--- src/rtl/load_store_pkg.sv ---
// Shared types and sizing for the load/store unit coalescing scheduler.
//   NumRequesters    : requester ports sharing one splitter
//   NumRequests      : threads per request (warp width)
//   AddressWidth     : address bits per thread
//   NumTags          : outstanding common request tags
//   TagWidth         : splitter CommonReqIdWidth
//   RequesterIdWidth : width of a requester index
package load_store_pkg;

  localparam int unsigned NumRequesters    = 2;
  localparam int unsigned NumRequests      = 4;
  localparam int unsigned AddressWidth     = 32;
  localparam int unsigned NumTags          = 4;
  localparam int unsigned TagWidth         = (NumTags > 1) ? $clog2(NumTags) : 1;
  localparam int unsigned RequesterIdWidth = (NumRequesters > 1) ? $clog2(NumRequesters) : 1;

  typedef enum logic [1:0] {
    TAG_FREE     = 2'd0,
    TAG_PENDING  = 2'd1,
    TAG_COMPLETE = 2'd2
  } tag_state_e;

  typedef struct packed {
    tag_state_e                    state;
    logic [NumRequests-1:0]        mask;
    logic [RequesterIdWidth-1:0]   requester;
    logic                          we;
  } tag_entry_t;

endpackage

--- src/rtl/coalesce_tag_table.sv ---
// Per-tag bookkeeping for outstanding coalesced requests.
// Ports:
//   clk_i, rst_i          : clock, async active-high reset
//   alloc_*               : claim a FREE tag with the granted request's mask/owner/we
//   rsp_valid_i/tag/mask  : memory response clearing served threads of a tag
//   done_ack_i            : reported COMPLETE tag is consumed and returns to FREE
//   free_valid_o/tag_o    : lowest-index FREE tag (combinational from state)
//   done_*_o              : lowest-index COMPLETE tag and its owner/we (combinational)
//   rsp_err_o             : response addressed to a tag that is not PENDING
module coalesce_tag_table
  import load_store_pkg::*;
(
  input  logic                        clk_i,
  input  logic                        rst_i,
  input  logic                        alloc_i,
  input  logic [TagWidth-1:0]         alloc_tag_i,
  input  logic [NumRequests-1:0]      alloc_mask_i,
  input  logic [RequesterIdWidth-1:0] alloc_requester_i,
  input  logic                        alloc_we_i,
  input  logic                        rsp_valid_i,
  input  logic [TagWidth-1:0]         rsp_tag_i,
  input  logic [NumRequests-1:0]      rsp_mask_i,
  input  logic                        done_ack_i,
  output logic                        free_valid_o,
  output logic [TagWidth-1:0]         free_tag_o,
  output logic                        done_valid_o,
  output logic [TagWidth-1:0]         done_tag_o,
  output logic [RequesterIdWidth-1:0] done_requester_o,
  output logic                        done_we_o,
  output logic                        rsp_err_o
);

  tag_entry_t             r_entry      [NumTags];
  tag_entry_t             w_entry_next [NumTags];
  logic [NumRequests-1:0] w_mask_left  [NumTags];

  // Next-state per tag; a pending tag completes on the edge its mask reaches zero
  always_comb begin
    for (int t = 0; t < NumTags; t++) begin
      w_entry_next[t] = r_entry[t];
      w_mask_left[t]  = r_entry[t].mask;
      case (r_entry[t].state)
        TAG_FREE: begin
          if (alloc_i && (alloc_tag_i == TagWidth'(t))) begin
            w_entry_next[t].state     = TAG_PENDING;
            w_entry_next[t].mask      = alloc_mask_i;
            w_entry_next[t].requester = alloc_requester_i;
            w_entry_next[t].we        = alloc_we_i;
          end
        end
        TAG_PENDING: begin
          if (rsp_valid_i && (rsp_tag_i == TagWidth'(t))) begin
            w_mask_left[t] = r_entry[t].mask & ~rsp_mask_i;
          end
          w_entry_next[t].mask = w_mask_left[t];
          if (w_mask_left[t] == '0) begin
            w_entry_next[t].state = TAG_COMPLETE;
          end
        end
        TAG_COMPLETE: begin
          if (done_ack_i && (done_tag_o == TagWidth'(t))) begin
            w_entry_next[t].state = TAG_FREE;
          end
        end
        default: w_entry_next[t].state = TAG_FREE;
      endcase
    end
  end

  always_ff @(posedge clk_i or posedge rst_i) begin
    if (rst_i) begin
      for (int t = 0; t < NumTags; t++) begin
        r_entry[t] <= '{state: TAG_FREE, mask: '0, requester: '0, we: 1'b0};
      end
    end else begin
      for (int t = 0; t < NumTags; t++) begin
        r_entry[t] <= w_entry_next[t];
      end
    end
  end

  // Lowest-index finders: scan high to low so the lowest match is written last
  always_comb begin
    free_valid_o = 1'b0;
    free_tag_o   = '0;
    done_valid_o = 1'b0;
    done_tag_o   = '0;
    for (int t = NumTags - 1; t >= 0; t--) begin
      if (r_entry[t].state == TAG_FREE) begin
        free_valid_o = 1'b1;
        free_tag_o   = TagWidth'(t);
      end
      if (r_entry[t].state == TAG_COMPLETE) begin
        done_valid_o = 1'b1;
        done_tag_o   = TagWidth'(t);
      end
    end
  end

  assign done_requester_o = r_entry[done_tag_o].requester;
  assign done_we_o        = r_entry[done_tag_o].we;
  assign rsp_err_o        = rsp_valid_i && (r_entry[rsp_tag_i].state != TAG_PENDING);

endmodule

--- src/rtl/coalesce_request_scheduler.sv ---
// Round-robin sharing of one coalesce_splitter between requesters, with
// common-tag allocation and completion reporting.
// Ports:
//   clk_i, rst_i            : clock, async active-high reset
//   req_*                   : per-requester valid/we/thread mask/addresses; req_ready_o one-hot accept
//   spl_*                   : request to the splitter (combinational from the granted requester)
//   rsp_valid_i/tag/mask    : memory response serving threads of a tag
//   done_*                  : completion report (lowest COMPLETE tag), consumed by done_ready_i
module coalesce_request_scheduler
  import load_store_pkg::*;
(
  input  logic                                           clk_i,
  input  logic                                           rst_i,
  input  logic [NumRequesters-1:0]                       req_valid_i,
  output logic [NumRequesters-1:0]                       req_ready_o,
  input  logic [NumRequesters-1:0]                       req_we_i,
  input  logic [NumRequesters*NumRequests-1:0]           req_addr_valid_i,
  input  logic [NumRequesters*NumRequests*AddressWidth-1:0] req_addr_i,
  output logic                                           spl_valid_o,
  input  logic                                           spl_ready_i,
  output logic                                           spl_we_o,
  output logic [TagWidth-1:0]                            spl_req_id_o,
  output logic [NumRequests-1:0]                         spl_addr_valid_o,
  output logic [NumRequests*AddressWidth-1:0]            spl_addr_o,
  input  logic                                           rsp_valid_i,
  input  logic [TagWidth-1:0]                            rsp_tag_i,
  input  logic [NumRequests-1:0]                         rsp_mask_i,
  output logic                                           done_valid_o,
  input  logic                                           done_ready_i,
  output logic [TagWidth-1:0]                            done_tag_o,
  output logic [RequesterIdWidth-1:0]                    done_requester_o,
  output logic                                           done_we_o
);

  localparam int unsigned RidSumWidth = RequesterIdWidth + 1;
  localparam int unsigned LaneBits    = NumRequests * AddressWidth;

  logic [RequesterIdWidth-1:0] r_rr_ptr;
  logic [RequesterIdWidth-1:0] w_grant;
  logic [RequesterIdWidth-1:0] w_cand;
  logic [RequesterIdWidth-1:0] w_rr_next;
  logic [RidSumWidth-1:0]      w_sum;
  logic [RidSumWidth-1:0]      w_next_sum;
  logic                        w_any_req;
  logic                        w_free_valid;
  logic [TagWidth-1:0]         w_free_tag;
  logic                        w_alloc;
  logic                        w_done_ack;
  logic                        w_rsp_err;
  logic [NumRequests-1:0]      w_mask_arr [NumRequesters];
  logic [LaneBits-1:0]         w_addr_arr [NumRequesters];

  // Round-robin pick: walk from farthest to nearest offset so the nearest valid wins
  always_comb begin
    w_grant   = '0;
    w_any_req = 1'b0;
    w_sum     = '0;
    w_cand    = '0;
    for (int k = NumRequesters - 1; k >= 0; k--) begin
      w_sum = RidSumWidth'(r_rr_ptr) + RidSumWidth'(k);
      if (w_sum >= RidSumWidth'(NumRequesters)) begin
        w_sum = w_sum - RidSumWidth'(NumRequesters);
      end
      w_cand = RequesterIdWidth'(w_sum);
      if (req_valid_i[w_cand]) begin
        w_any_req = 1'b1;
        w_grant   = w_cand;
      end
    end
  end

  assign w_next_sum = RidSumWidth'(w_grant) + RidSumWidth'(1);
  assign w_rr_next  = (w_next_sum >= RidSumWidth'(NumRequesters)) ? '0
                                                                  : RequesterIdWidth'(w_next_sum);

  // Split the flat requester buses into per-requester lanes
  always_comb begin
    for (int r = 0; r < NumRequesters; r++) begin
      w_mask_arr[r] = req_addr_valid_i[r*NumRequests +: NumRequests];
      w_addr_arr[r] = req_addr_i[r*LaneBits +: LaneBits];
    end
  end

  assign spl_valid_o      = w_any_req && w_free_valid && !rst_i;
  assign w_alloc          = spl_valid_o && spl_ready_i;
  assign spl_we_o         = req_we_i[w_grant];
  assign spl_req_id_o     = w_free_tag;
  assign spl_addr_valid_o = w_mask_arr[w_grant];
  assign spl_addr_o       = w_addr_arr[w_grant];

  always_comb begin
    req_ready_o = '0;
    if (w_alloc) begin
      req_ready_o[w_grant] = 1'b1;
    end
  end

  // Pointer advances only on a splitter handshake so an unaccepted grant stays put
  always_ff @(posedge clk_i or posedge rst_i) begin
    if (rst_i) begin
      r_rr_ptr <= '0;
    end else if (w_alloc) begin
      r_rr_ptr <= w_rr_next;
    end
  end

  assign w_done_ack = done_valid_o && done_ready_i;

  coalesce_tag_table u_tag_table (
    .clk_i             (clk_i),
    .rst_i             (rst_i),
    .alloc_i           (w_alloc),
    .alloc_tag_i       (w_free_tag),
    .alloc_mask_i      (spl_addr_valid_o),
    .alloc_requester_i (w_grant),
    .alloc_we_i        (spl_we_o),
    .rsp_valid_i       (rsp_valid_i),
    .rsp_tag_i         (rsp_tag_i),
    .rsp_mask_i        (rsp_mask_i),
    .done_ack_i        (w_done_ack),
    .free_valid_o      (w_free_valid),
    .free_tag_o        (w_free_tag),
    .done_valid_o      (done_valid_o),
    .done_tag_o        (done_tag_o),
    .done_requester_o  (done_requester_o),
    .done_we_o         (done_we_o),
    .rsp_err_o         (w_rsp_err)
  );

  // Responses to tags that are not pending are dropped; flag them in simulation
  always_ff @(posedge clk_i) begin
    if (!rst_i) begin
      assert (!w_rsp_err)
        else $warning("response to non-pending tag %0d ignored", rsp_tag_i);
    end
  end

endmodule
--- config.mk ---
export PLATFORM = sky130hd
export DESIGN_NAME = coalesce_request_scheduler
export DESIGN_NICKNAME = d
export VERILOG_FILES = /design/src/rtl/load_store_pkg.sv /design/src/rtl/coalesce_tag_table.sv /design/src/rtl/coalesce_request_scheduler.sv
export SDC_FILE = /design/constraint.sdc
export NUM_CORES = 1
export LEC_CHECK = 0
export CAP_MARGIN = 25
export CORE_AREA = 10 10 156 158
export CTS_CLUSTER_SIZE = 25
export DETAILED_ROUTE_END_ITERATION = 12
export DIE_AREA = 0 0 166 168
export PLACE_DENSITY = 0.56
export SKIP_LAST_GASP = 1
export SYNTH_ARGS = -nofsm -noshare
export SYNTH_HDL_FRONTEND = slang
export SYNTH_SLANG_ARGS = --single-unit
--- constraint.sdc ---
create_clock -name clk_i -period 2.5 [get_ports clk_i]
set_input_delay 0.5 -clock clk_i [delete_from_list [all_inputs] [get_ports clk_i]]
set_output_delay 0.5 -clock clk_i [all_outputs]
set_load 0.03 [all_outputs]
==> results of run 1 <==
-- registers in the layout (all words and copies together) (netlist names) --
register,flops
r_rr_ptr,1
u_tag_table.r_entry,32
-- worst reg2reg max path, delay by kind of cell, from the launching register on --
kind | cells | cell delay (ps)
simple gates | 2 | 530
compound gates | 2 | 350
buf+inv | 2 | 440
flops | 1 | 430
-- power by group --
| part | switching (mW) | total (mW) | internal (mW) |
|---|---|---|---|
| registers | 0.180 | 0.934 | 0.754 |
| logic | 2.00 | 3.88 | 1.87 |
| clock network | 0.219 | 0.610 | 0.391 |
-- cell families (layout without fill, tap and decap cells) --
| logic type | Yosys count | in the layout |
|---|---|---|
| compound gates | 86 | 86 |
| buf+inv | 53 | 498 |
| flops | 33 | 33 |
| mux | 11 | 11 |
| simple gates | 461 | 461 |
-- synth_stat cells, drive strengths merged, types with 2 or more instances --
cell     count
a21oi        4
a222oi       2
a22oi        2
a311oi       2
a31o         2
a31oi        2
and2         5
and3b        2
buf         21
clkbuf      22
dfrtp       33
inv         10
mux2         6
mux2i        5
nand2      403
nand2b       8
nand3b       4
nand4        9
nor2         9
nor2b        6
nor3         4
o2111ai      2
o211ai      12
o21a         6
o21ai       23
o22a         2
o22ai        2
o2bb2ai      4
o311a        2
o311ai       3
o31a         2
o31ai        6
or2          6
-- metal layers --
metal	routed length (µm)	up-vias	part of all wire, %
li1	-	2990	-
met1	11400	2664	41
met2	13900	253	50
met3	2380	11	8.5
met4	248	0	0.89
met5	0	-	0
-- final timing paths --
| path | startpoint | slack, ps | endpoint | depth (start not counted) |
|---|---|---|---|---|
| min in group asynchronous | rst_i | 660 | r_rr_ptr | 3 |
| setup reg to reg | u_tag_table.r_entry[14] | 670 | u_tag_table.r_entry[5] | 6 |
| hold / removal | u_tag_table.r_entry[19] | 490 | u_tag_table.r_entry[19] | 2 |
| max in group asynchronous | rst_i | 1490 | u_tag_table.r_entry[23] | 3 |
| hold reg to reg | u_tag_table.r_entry[19] | 490 | u_tag_table.r_entry[19] | 2 |
| setup / recovery | req_valid_i[0] | 120 | spl_addr_valid_o[3] | 8 |
-- cell type report --
class                           instances  area [µm²]
Tap cell                              280         350
Inverter                               10        37.5
Clock buffer                            7         143
Timing Repair Buffer                  481        5070
Multi-Input combinational cell        558        2650
Fill cell                            2191       12300
Sequential cell                        33         827
-- per-stage QoR --
step / instance area, µm² / hold WS (ps)
after floorplan: 3690 / 457
after global placement: 8610 / 485
after detailed placement: 8610 / 481
after CTS: 9050 / 493
after global routing: 9080 / 522
final: 9080 / 494
-- timing repair --
action / CTS / global route
gates cloned: 6 / 0
setup buffers: 6 / 1
resized for setup: 28 / 5
pin swaps: 1 / 0
setup endpoints to repair: 122 / 5
==> flow_summary.toml, run 1 <==
[logic_synthesis]
synthDistinctLibCells = 55
synth_top_family_by_area = "simple AND/OR/NAND/NOR gates"
synthAdderAreaFrac_pct = 0
yosys.area_share.simple_pct = 50.9
ys_warn_count = 0
synth_seq_cells = 33
synthCells = 644
syn-num-nets = 923
synth_xor_area_share_pct = 0
seq_area_frac_synth_pct = 22.4
synth.mux.area_fraction_pct = 3.39
synthesis.area_um2 = 3690
ys_async_sr_fraction_pct = 100
synth_compound_area_share_pct = 17.2
yosys-top-cells-area = "nand2_1 41%, dfrtp_1 22%, o21ai_0 3.0%"
synth_flop_cell = "dfrtp_1"
yosys.area.top_type_share_pct = 41.0
synth.avg_cell_area_um2 = 5.73
yosysTopAreaCell = "nand2_1"
synth_edf_count = 0

[detailed_routing]
drtIter0Drc = 278
dr.pass1.iters = 5
drtAntennaViolNets = 0
viasPerCell = 4.32
wl_per_cell_um = 20.4
wl_mm = 27.9
vias = 5918
drc_errors = 0

[status]
outcome = "complete, no violations"

[sta]
fmax_ghz = 0.420
worst_pin_slew_ps = 457
rsz0062_at_grt = "no"
worst_slew_margin_rel_pct = 69.6
fin_crit_sh_pct = 95.3
skew_ps = 1.70
hold_violations = 0
finalMaxSlewViolations = 0
finalWorstSetupSlack_ps = 118
setup_viol = 0
period_needed_ps = 2380
finalSetupTns_ps = 0

[cells_and_area]
final_cell_mix = "400 x nand2_1, 276 x clkdlybuf4s50_1, 139 x buf_4"
drive_gt1_share_pct = 21.0
stdcell_count = 1369
layout_commonest_cell = "nand2_1"
num_antenna_cells = 0
post-route-util_pct = 42.4
synthToLayoutAreaGrowth_pct = 146
nets = 1368

[grt]
use_met3_pct = 6.66
grt_pass1_vias = 6049
grt_pass1_wl_mm = 40.4
globalRouteMet2Util_pct = 33.0
antenna_found_initial = 0
use_met1_pct = 21.5
gr-total-overflow = 0
gr-max-usage-layer = "met2"
track_usage_pct = 18.6
grt_max_degree = 37

[flow_run]
max_cap_viol_count = 0

[die]
die_h_um = 168
die_x_um = 166
core_area_um2 = 21400
initial_utilization_pct = 17.2
io_pins = 422
rows = 54
dieArea_um2 = 27900

[place]
dp_slack_ps = -279
gp_congestion = 0.885
place_hpwl_mm = 23.9
place_inst = 1349
port_buffers = 421

[cts]
ctsHoldBuffers = 0
clockBufferDepth = 2
clk_latency_ps = 280
clkSinkCount = 33
cts-root-buf = "clkbuf_16"
path_clk_slew_ps = 50
cts_buffers = 5
htree_levels = 2
cts_tree = "built"

[setup_path]
cp-start-kind = "input port"
path_delay_family = "buffers and inverters"
path_cells = "dlygate4sd2_1, nand2b_1, and2_4, buf_12, buf_4, mux2i_1, inv_1, dlygate4sd2_1"
critPathRequiredTime_ps = 2000
crit_path_top_delay_cell = "dlygate4sd2_1"
critPathMaxFanout = 5
endpoint_kind = "primary output"
worstSetupPathType = "input port to primary output"
path_common_cell = "dlygate4sd2_1"
cp_data_arrival_time_ps = 1880
cp.buffers_inverters = 5
max_stage_delay_ps = 350

[pwr]
peakVddDrop_uv = 584
finalPower_mw = 5.42
power_density_nw_per_um2 = 597
p_leak_nw = 4.46

[worst_hold_path]
hp-class = "register to register"
(Power assumes the default switching activity.)
==> run 2, diff against run 1 <==
CTS_CLUSTER_SIZE = 40   (was 25)
==> results of run 2 <==
The final DEF is identical to that of run 1; final timing and power are the same.
